### src/rtl/load_store_unit.sv
// Data-side load/store unit between the execute stage and RAM port A.
// Handles byte/halfword/word accesses with lane steering, alignment/range faults and read latency.
module load_store_unit #(
   parameter int MEM_WORDS_LOG2 = 16
) (
   input  logic        clock,
   input  logic        reset,
   input  logic        req,
   input  logic        we,
   input  logic [1:0]  size,
   input  logic        zero_ext,
   input  logic [31:0] addr,
   input  logic [31:0] wdata,
   output logic        ready,
   output logic        done,
   output logic [31:0] rdata,
   output logic [1:0]  fault,
   output logic [29:0] ram_address,
   output logic [31:0] ram_data,
   output logic [3:0]  ram_byteena,
   output logic        ram_wren,
   input  logic [31:0] ram_q
);

   localparam logic [1:0] S_IDLE   = 2'd0;
   localparam logic [1:0] S_ACCESS = 2'd1;
   localparam logic [1:0] S_WAIT   = 2'd2;
   localparam logic [1:0] S_DONE   = 2'd3;

   localparam logic [30:0] WORD_LIMIT = 31'(1) << MEM_WORDS_LOG2;

   logic [1:0]  state;
   logic        we_q;
   logic [1:0]  size_q;
   logic        zero_ext_q;
   logic [1:0]  lane_q;

   logic        misaligned;
   logic        out_of_range;
   logic [3:0]  req_byteena;
   logic [31:0] req_data;
   logic [7:0]  load_byte;
   logic [15:0] load_half;
   logic [31:0] load_value;

   assign ready = (state == S_IDLE) || (state == S_DONE);
   assign done  = (state == S_DONE);

   // Decode the incoming request: fault bits plus lane steering for the RAM.
   always_comb begin
      misaligned   = (size == 2'b11)
                   | ((size == 2'b01) & addr[0])
                   | ((size == 2'b10) & (addr[1:0] != 2'b00));
      out_of_range = {1'b0, addr[31:2]} >= WORD_LIMIT;
      case (size)
         2'b00: begin
            req_byteena = 4'b0001 << addr[1:0];
            req_data    = {4{wdata[7:0]}};
         end
         2'b01: begin
            req_byteena = 4'b0011 << {addr[1], 1'b0};
            req_data    = {2{wdata[15:0]}};
         end
         default: begin
            req_byteena = 4'b1111;
            req_data    = wdata;
         end
      endcase
   end

   // Pick the addressed lane(s) out of the RAM word and extend to 32 bits.
   always_comb begin
      load_byte = ram_q[{lane_q, 3'b000} +: 8];
      load_half = ram_q[{lane_q[1], 4'b0000} +: 16];
      case (size_q)
         2'b00:   load_value = {{24{~zero_ext_q & load_byte[7]}}, load_byte};
         2'b01:   load_value = {{16{~zero_ext_q & load_half[15]}}, load_half};
         default: load_value = ram_q;
      endcase
   end

   // Handshake FSM; ram_wren is only ever high while in ACCESS, and reset clears it at once.
   always_ff @(posedge clock or posedge reset) begin
      if (reset) begin
         state       <= S_IDLE;
         we_q        <= 1'b0;
         size_q      <= 2'b00;
         zero_ext_q  <= 1'b0;
         lane_q      <= 2'b00;
         rdata       <= 32'd0;
         fault       <= 2'b00;
         ram_address <= 30'd0;
         ram_data    <= 32'd0;
         ram_byteena <= 4'b0000;
         ram_wren    <= 1'b0;
      end else begin
         ram_wren <= 1'b0;
         case (state)
            S_IDLE, S_DONE: begin
               rdata <= 32'd0;
               if (req) begin
                  we_q       <= we;
                  size_q     <= size;
                  zero_ext_q <= zero_ext;
                  lane_q     <= addr[1:0];
                  fault      <= {out_of_range, misaligned};
                  if (misaligned || out_of_range) begin
                     state <= S_DONE;
                  end else begin
                     state       <= S_ACCESS;
                     ram_address <= addr[31:2];
                     ram_byteena <= req_byteena;
                     ram_data    <= req_data;
                     ram_wren    <= we;
                  end
               end else begin
                  state <= S_IDLE;
                  fault <= 2'b00;
               end
            end
            S_ACCESS: begin
               state <= S_WAIT;
            end
            S_WAIT: begin
               rdata <= we_q ? 32'd0 : load_value;
               state <= S_DONE;
            end
            default: begin
               state <= S_IDLE;
            end
         endcase
      end
   end

endmodule

### config.mk
export PLATFORM = sky130hd
export DESIGN_NAME = load_store_unit
export DESIGN_NICKNAME = d
export VERILOG_FILES = /design/src/rtl/load_store_unit.sv
export SDC_FILE = /design/constraint.sdc
export NUM_CORES = 1
export LEC_CHECK = 0
export ABC_AREA = 1
export BUFFER_PORTS_ARGS = -buffer_cell sky130_fd_sc_hd__buf_2
export CAP_MARGIN = 20
export CORE_UTILIZATION = 25
export DETAILED_ROUTE_END_ITERATION = 8
export GPL_ROUTABILITY_DRIVEN = 0
export SETUP_SLACK_MARGIN = 0.1
export SYNTH_ARGS = -nofsm -noshare
export SYNTH_HDL_FRONTEND = slang
export SYNTH_SLANG_ARGS = --single-unit
### constraint.sdc
create_clock -name clock -period 3.3 [get_ports clock]
set_input_delay 0.495 -clock clock [delete_from_list [all_inputs] [get_ports clock]]
set_output_delay 0.495 -clock clock [all_outputs]
set_load 0.005 [all_outputs]
Word level (Yosys, flattened, before mapping)
Cells that the tools add are included.
Cells by class
  $lt $le $gt $ge: 1
  equal/unequal tests: 7
  shift-type cells: 4
  mux-type cells: 12
  bitwise gates (word level): 8
  reductions and logical operators: 10
Operators with widths (number)
  32-bit case mux with 2 select lines: 3
  32-bit two-way mux: 1
  32-bit by 6-bit variable part select with 16-bit output: 1
  32-bit by 6-bit variable part select with 8-bit output: 1
  30-bit by 17-bit greater-or-equal comparator with 1-bit output, second input constant: 1
  2-bit equality test, second input constant: 4
  4-bit case mux with 2 select lines: 1
  2-bit by 1-bit equality test with 1-bit output, second input constant: 3
  2-bit logical NOT: 3
  2-bit two-way mux: 3
  2-bit case mux with 3 select lines: 1
  1-bit bitwise AND: 4
  2-bit nonzero test: 2
  1-bit by 2-bit left shift with 4-bit output, first input constant: 1
  2-bit by 2-bit left shift with 4-bit output, first input constant: 1
  1-bit two-way mux: 3
  3-bit AND reduction: 1
  1-bit logical OR: 2
  1-bit inverter: 2
  1-bit OR: 2
  2-bit AND reduction: 1
  2-bit OR reduction: 1
Word-level totals
  register bits: 109
  input port bits: 103
  output and inout port bits: 103
  word-level logic and storage cells: 53

Longest topological paths before layout
Gate-level depths: netlist of the first run.
  word-level depth: 8
  depth in mapped cells: 11
  mapped depth without buffers: 10

Worst setup path after synthesis of the first run
Ideal clock, no wire load.
  kind: input-to-reg
  start: in addr[18]
  end: reg ram_address[2]
  library setup time: 116 ps
  data arrival time: 1438 ps
  slack: 1746 ps
  stages: 9
  buffers on the path: 2
  cells stage by stage: or2_1 nor2_1 nand2_1 nor2_1 nand2_2 buf_6 buf_6 nand2_1 nand2_1
Between the ends
  cells in the longest elaborated chain, start to end: 4
Ends and longest elaborated chain
  from (decl): line 12  | input logic [31:0] addr,
  30-bit by 17-bit greater-or-equal comparator with 1-bit output: line 54  | out_of_range = {1'b0, addr[31:2]} >= WORD_LIMIT;
  1-bit logical OR: line 107  | if (misaligned || out_of_range) begin
  1-bit inverter (no source line)
  3-bit AND reduction (no source line)
  to (signal assigned): line 111  | ram_address <= addr[31:2];
  to (decl): line 18  | output logic [29:0] ram_address,
No other way between the ends.
A chain may end at the register's enable or synchronous reset.

Final worst setup path of the first run
  start: reg state[0]
  end: reg ram_data[26]
Between the ends
  cells in the longest elaborated chain, start to end: 3
Ends and longest elaborated chain
  from (decl): line 32  | logic [1:0] state;
  from (signal assigned): line 85  | state <= S_IDLE;
  from (signal assigned): line 108  | state <= S_DONE;
  from (signal assigned): line 110  | state <= S_ACCESS;
  2-bit equality test / 2-bit logical NOT (equally long branches): line 98  | case (state)
  2-bit OR reduction (*): line 98
  3-bit AND reduction (no source line) (*)
  to (signal assigned): line 113  | ram_data <= req_data;
  to (decl): line 19  | output logic [31:0] ram_data,
Every way passes the cells marked *; elsewhere a longest branch is shown, timed or not.

==> out/qor.yml, run 1 <==
outcome:
  status: "completed"
cts:
  post_cts_resized: 0
  cts_buffers: 9
  htree_levels: 3
  cts_root_buf: "clkbuf_16"
  insertion_delay_ns: 0.35
  cts.hold.buffers_added: 0
  cts.reportedPaths.clkPinSlew_ns: 0.07
  cts_tree: "built"
  clock-sinks: 109
  cts_setup_buffers: 0
  cts_buffer_depth: 2
cells_and_area:
  multiInputGateArea_mm2: 0.00194
  seq_area_mm2: 0.00273
  n_fill_cell: 2236
  num-nets-final: 956
  drive_gt1_share_pct: 29.8
  antenna_cells: 0
  area_delta_synth_final_pct: 30.4
synth:
  yosysMostFrequentCell: "nand2_1"
  synthesis.area_mm2: 0.00520
  async_flop_share_pct: 100
  synth_top_family_by_area: "simple AND/OR/NAND/NOR gates"
  synthAdderAreaFrac_pct: 0.721
  synth_cells: 660
  synthSimpleGateAreaFrac_pct: 22.9
  synth_seq_cells: 109
  syn_avg_cell_area_um2: 7.89
  synth_edf_count: 0
  synth_mux_area_share_pct: 0
  ys_types: 25
  yosysSeqAreaShare_pct: 52.4
  synthTopCellsByArea: "dfrtp_1 52%, nand2_1 17%, o21ai_0 7.0%"
  synthTopCellsByCount: "239 x nand2_1, 109 x dfrtp_1, 93 x inv_1"
  synth_ff_type: "dfrtp_1"
  synth_nets: 766
  synth_top_area_cell: "dfrtp_1"
  synth-xor-area-share_pct: 0
  synth_compound_area_share_pct: 13.6
  synth_top_area_share_pct: 52.4
  yosysWarnings: 0
die:
  dieArea_mm2: 0.0214
  io_pins: 206
  design.core.area_mm2: 0.0203
  die_x_um: 146
  die_h_um: 146
  std_cell_rows: 52
  initial_core_util_pct: 25.6
pwr:
  power.leakage_nw: 3.77
  peakVddDrop_v: 0.000224
  power_w: 0.00429
  pwr_density_cell_mw_per_mm2: 632
global_routing:
  gr-total-overflow: 0
  grt_max_degree: 110
  grt_pass1_wl_um: 25000
  grt_usage_pct: 14.8
  grt_pass1_vias: 4788
  antenna_found_initial: 0
sta:
  hold_viol_final: 0
  slew_violations: 0
  final.period_utilization_pct: 68.7
  max_freq_mhz: 441
  relSlewSlack_pct: 50.0
  clock_skew_ns: 0.00720
  finalSetupViolCount: 0
  rsz0062_at_grt: "no"
  period_minus_slack_ns: 2.27
  tns_ns: 0
  tightest_slew_ns: 0.750
critical_path:
  worst-setup-path-type: "flip-flop to flip-flop"
  crit_chain: "inv_1, ha_1, nand2_1, inv_1, nand2_2, inv_2, nand2_1, nand2_1, inv_1"
  cp_data_required_time_ns: 3.55
  critPathMaxStageDelay_ns: 0.54
  path_buf_inv: 4
  slowest_stage: "inv_2"
  worstSetupEndpointType: "flip-flop"
  crit_family: "buffers and inverters"
  worstPathArrival_ns: 2.51
  crit_fanout: 41
  critPathLaunchType: "flip-flop"
route:
  wirelength_um: 15000
  firstDrtPassIters: 5
  ant_nets: 0
  drc: 0
  viasPerCell: 4.30
  drtIter0Drc: 201
  dr_total_vias: 4843
  wire_per_inst_um: 13.3
placement:
  io_buffers: 205
  post-dp-hpwl_um: 10800
worst_hold_path:
  hold_class: "input port to async pin"
flow_run:
  drv_cap: 0
==> metal layers <==
metal | GRT usage [%] | up-vias | part of all wire [%]
li1 | - | 2406 | -
met1 | 18.2 | 2216 | 43
met2 | 24.5 | 206 | 46
met3 | 5.38 | 15 | 9.2
met4 | 3.33 | 0 | 1.5
met5 | 0 | - | 0
==> layout by cell type (no fill, tap or decap), types with 9 or more instances in the layout <==
cell type / synthesis / final
inv_1: 93 / 92
a21oi_1: 32 / 32
nand2_1: 239 / 239
clkbuf_16: 0 / 9
nand3_1: 10 / 10
o21ai_0: 73 / 73
dfrtp_1: 109 / 109
o21ai_2: 14 / 14
nor2_1: 29 / 29
buf_2: 9 / 205
==> kinds of logic after synthesis <==
logic type / count (synthesis)
fa+ha+maj: 3
buf+inv: 127
compound gates: 126
simple gates: 295
flops: 109
==> cell type report <==
cell class,count,area share (%)
multi-input cells,424,28.6
inverters,96,5.40
clock inverters,4,1.03
repair buffers,210,16.0
clock buffers,12,3.78
well taps,270,4.98
flip-flops and latches,109,40.2
==> power breakdown <==
| group | switching [W] | internal, W | total, W | leakage [nW] |
|---|---|---|---|---|
| combinational | 0.000887 | 0.000499 | 0.00139 | 2.31 |
| sequential | 0.000161 | 0.00155 | 0.00171 | 1.30 |
| clock | 0.000493 | 0.000706 | 0.00120 | 0.163 |
| total | 0.00154 | 0.00275 | 0.00429 | 3.77 |
==> flip-flops by register name (all words and copies together) (netlist names) <==
name         flops
size_q           2
rdata           32
state            2
zero_ext_q       1
ram_wren         1
ram_byteena      4
we_q             1
ram_address     30
fault            2
lane_q           2
ram_data        32
==> tightest hold or removal path, stage by stage <==
cell and delay, ns:
buf_2 0.11, clkinvlp_4 0.07, buf_12 0.42
==> final timing paths <==
check	depth (start not counted)	slack, ns	end	startpoint
worst max register to register	9	1.03	ram_data[26]$_DFFE_PP0P_	state[0]$_DFF_PP0_
min in group clock	3	0.34	ram_address[8]$_DFFE_PP0P_	addr[10]
worst min-delay path	3	0.29	ram_address[21]$_DFFE_PP0P_	reset
max in group asynchronous	3	2.50	ram_data[0]$_DFFE_PP0P_	reset
worst max-delay path	9	1.03	ram_data[26]$_DFFE_PP0P_	state[0]$_DFF_PP0_
worst min register to register	2	0.47	ram_address[7]$_DFFE_PP0P_	ram_address[7]$_DFFE_PP0P_
==> through the flow <==
| stage | setup WS [ns] | area [um2] | cells | hold slack, ns | util, % |
|---|---|---|---|---|---|
| 6_report | 1.03 | 6790 | 1125 | 0.288 | 33.4 |
| 5_1_grt | 0.695 | 6790 | 1125 | 0.324 | 33.4 |
| 4_1_cts | 0.949 | 6790 | 1125 | 0.321 | 33.4 |
| 3_5_place_dp | 0.921 | 6460 | 1109 | 0.460 | 31.8 |
| 3_3_place_gp | 1.04 | 6460 | 1109 | 0.456 | 31.8 |
| 2_1_floorplan | 1.49 | 5210 | 660 | 0.454 | - |
No activity file was read; power rests on OpenSTA's default activity.
==> run 2, diff against run 1 <==
Clock period 3.3 ns to 2.1 ns, I/O delays scaled along.
==> run 2 against run 1 <==
Compared with the run above:
- non-clock buffer count grew 9
- sequential share of layout area shrank 0.58 points
- critical path depth grew 1
- highest routed layer unchanged
- sequential power grew 56%
- maximum frequency grew 25%
- total power grew 60%
- largest cell class unchanged
- wire length grew 0.60%
- utilization grew 0.49 points
- combinational power grew 61%
- global-route usage shrank 0.31 points
==> out/qor.yml, run 2 (synthesis results as in run 1) <==
pwr:
  p_int_w: 0.00443  # +61%
  clockPowerShare_pct: 28.7  # +0.8 points
  power.leakage_nw: 3.82  # +1.2%
  combPwrFrac_pct: 32.5  # +0.2 points
  pwr_density_cell_mw_per_mm2: 998  # +58%
  power_frac_seq_pct: 38.7  # -1.1 points
  sw_frac_of_total_pct: 35.5  # -0.39 points
  power_w: 0.00687  # +60%
  peakVddDrop_v: 0.000367  # +64%
  p_switching_w: 0.00244  # +58%
die:
  die_x_um: 146  # unchanged
  std_cell_rows: 52  # unchanged
  initial_core_util_pct: 25.6  # unchanged
  dieArea_mm2: 0.0214  # unchanged
  die_h_um: 146  # unchanged
  io_pins: 206  # unchanged
  design.core.area_mm2: 0.0203  # unchanged
route:
  drtIter0Drc: 181  # -10%
  wirelength_um: 15000  # +0.60%
  dr_total_vias: 4843  # unchanged
  firstDrtPassIters: 6  # +1
  drc: 0  # unchanged
  ant_nets: 0  # unchanged
  wire_per_inst_um: 13.3  # -0.20%
  viasPerCell: 4.27  # -0.79%
sta:
  final.period_utilization_pct: 86.5  # +18 points
  clock_skew_ns: 0.00961  # +0.00240 ns
  rsz0062_at_grt: "yes"
  period_minus_slack_ns: 1.82  # -0.449 ns
  tns_ns: 0  # unchanged
  finalSetupViolCount: 0  # unchanged
  tightest_slew_ns: 0.684  # -0.0659 ns
  max_freq_mhz: 550  # +25%
  worst_slack_ns: 0.283  # -0.751 ns
  hold_viol_final: 0  # unchanged
  slew_violations: 0  # unchanged
  relSlewSlack_pct: 54.2  # +4.2 points
cells_and_area:
  n_fill_cell: 2202  # -1.5%
  multiInputGateArea_mm2: 0.00194  # unchanged
  utilization_pct: 33.9  # +0.49 points
  antenna_cells: 0  # unchanged
  layout_common_cells: "239 x nand2_1, 205 x buf_2, 109 x dfrtp_1"
  area_delta_synth_final_pct: 32.3
  drive_gt1_share_pct: 30.4  # +0.62 points
  seq_area_mm2: 0.00273  # unchanged
  num-nets-final: 965  # +0.94%
  reg_top3: "ram_data: 32 flops, rdata: 32 flops, ram_address: 30 flops"
  stdcell_area_mm2: 0.00689  # +1.5%
  final_common_cell: "nand2_1"
critical_path:
  critPathLaunchType: "flip-flop"
  crit_fanout: 33  # -20%
  slowest_stage: "dfrtp_1"
  path_buf_inv: 5  # +1
  cp_data_required_time_ns: 2.36  # -1.19 ns
  worstSetupEndpointType: "flip-flop"
  worst-setup-path-type: "flip-flop to flip-flop"
  worstPathArrival_ns: 2.07  # -0.44 ns
  crit_family: "buffers and inverters"
  critPathMaxStageDelay_ns: 0.38  # -0.16 ns
  crit_chain: "inv_1, ha_1, nand2_1, inv_1, nand2_2, inv_2, buf_12, nand2_1, nand2_1, inv_1"
global_routing:
  grt_max_degree: 59  # -46%
  grt_pass1_wl_um: 24400  # -2.6%
  grt_usage_pct: 14.5  # -0.31 points
  antenna_found_initial: 0  # unchanged
  gr-total-overflow: 0  # unchanged
  grt_pass1_vias: 4623  # -3.4%
cts:
  insertion_delay_ns: 0.35  # about the same
  clock-sinks: 109  # unchanged
  cts_buffers: 9  # unchanged
  cts_buffer_depth: 2  # unchanged
  htree_levels: 3  # unchanged
  cts_tree: "built"
  cts_root_buf: "clkbuf_16"
  cts.reportedPaths.clkPinSlew_ns: 0.08  # about the same
outcome:
  status: "completed"
placement:
  io_buffers: 205  # unchanged
  place_area_mm2: 0.00653  # +1.1%
  post-dp-hpwl_um: 11200  # +4.3%
  place_ws_ns: 0.198  # -0.724 ns
worst_hold_path:
  hold_class: "input port to flip-flop"
flow_run:
  drv_cap: 0  # unchanged
-- run 2: changes by cell type in the layout (fill, tap and decap cells not counted), sizes merged --
cell,delta
buf,+8
bufinv,+1
clkbuf,-2
clkinvlp,+1
dlygate4sd3,+1
-- run 2: per-stage QoR --
stage	cells	hold slack (ns)
2_1_floorplan	660	0.425
3_3_place_gp	1117	0.380
5_1_grt	1134	0.148
3_5_place_dp	1117	0.382
6_report	1134	0.147
4_1_cts	1134	0.130
-- run 2: cell type report --
cell class              count  area share, %
well taps                 270           4.91
multi-input cells         424           28.1
flip-flops and latches    109           39.6
repair buffers            219           17.1
clock inverters             6           1.62
clock buffers              10           3.33
inverters                  96           5.32
-- run 2: worst min-delay path, stage by stage --
cell and delay (ns):
buf_2 0.07, nand2_1 0.04, nand2_1 0.04
-- run 2: worst paths after layout --
kind | slack (ns) | depth (start not counted) | start | end
max | 0.28 | 10 | state[0]$_DFF_PP0_ | ram_data[24]$_DFFE_PP0P_
min | 0.15 | 3 | addr[10] | ram_address[8]$_DFFE_PP0P_
max reg2reg | 0.28 | 10 | state[0]$_DFF_PP0_ | ram_data[24]$_DFFE_PP0P_
min reg2reg | 0.48 | 2 | rdata[4]$_DFFE_PP0P_ | rdata[4]$_DFFE_PP0P_
max in group asynchronous | 0.96 | 4 | reset | state[1]$_DFF_PP0_
min in group asynchronous | 0.54 | 3 | reset | ram_byteena[2]$_DFFE_PP0P_
-- run 2: routing by layer --
| layer | wire, um | share of wire (%) | track usage [%] |
|---|---|---|---|
| met1 | 6450 | 43 | 18.4 |
| met2 | 7030 | 47 | 23.6 |
| met3 | 1370 | 9.1 | 4.63 |
| met4 | 200 | 1.3 | 3.85 |
| met5 | 0 | 0 | 0 |
-- run 2: power groups by stage --
| stage | logic, W | clock network [W] | registers [W] |
|---|---|---|---|
| floorplan | 0.00151 | 0 | 0.00265 |
| CTS | 0.00227 | 0.00204 | 0.00266 |
| detailed placement | 0.00226 | 0 | 0.00270 |
| global route | 0.00255 | 0.00213 | 0.00271 |
| finish | 0.00224 | 0.00197 | 0.00266 |
| global placement | 0.00223 | 0 | 0.00269 |
-- run 2: repair_timing --
action	4_1_cts	5_1_grt
setup buffers	0	0
resized for setup	0	1
hold buffers	1	0
endpoints found under the hold margin	16	0
setup endpoints to repair	0	32
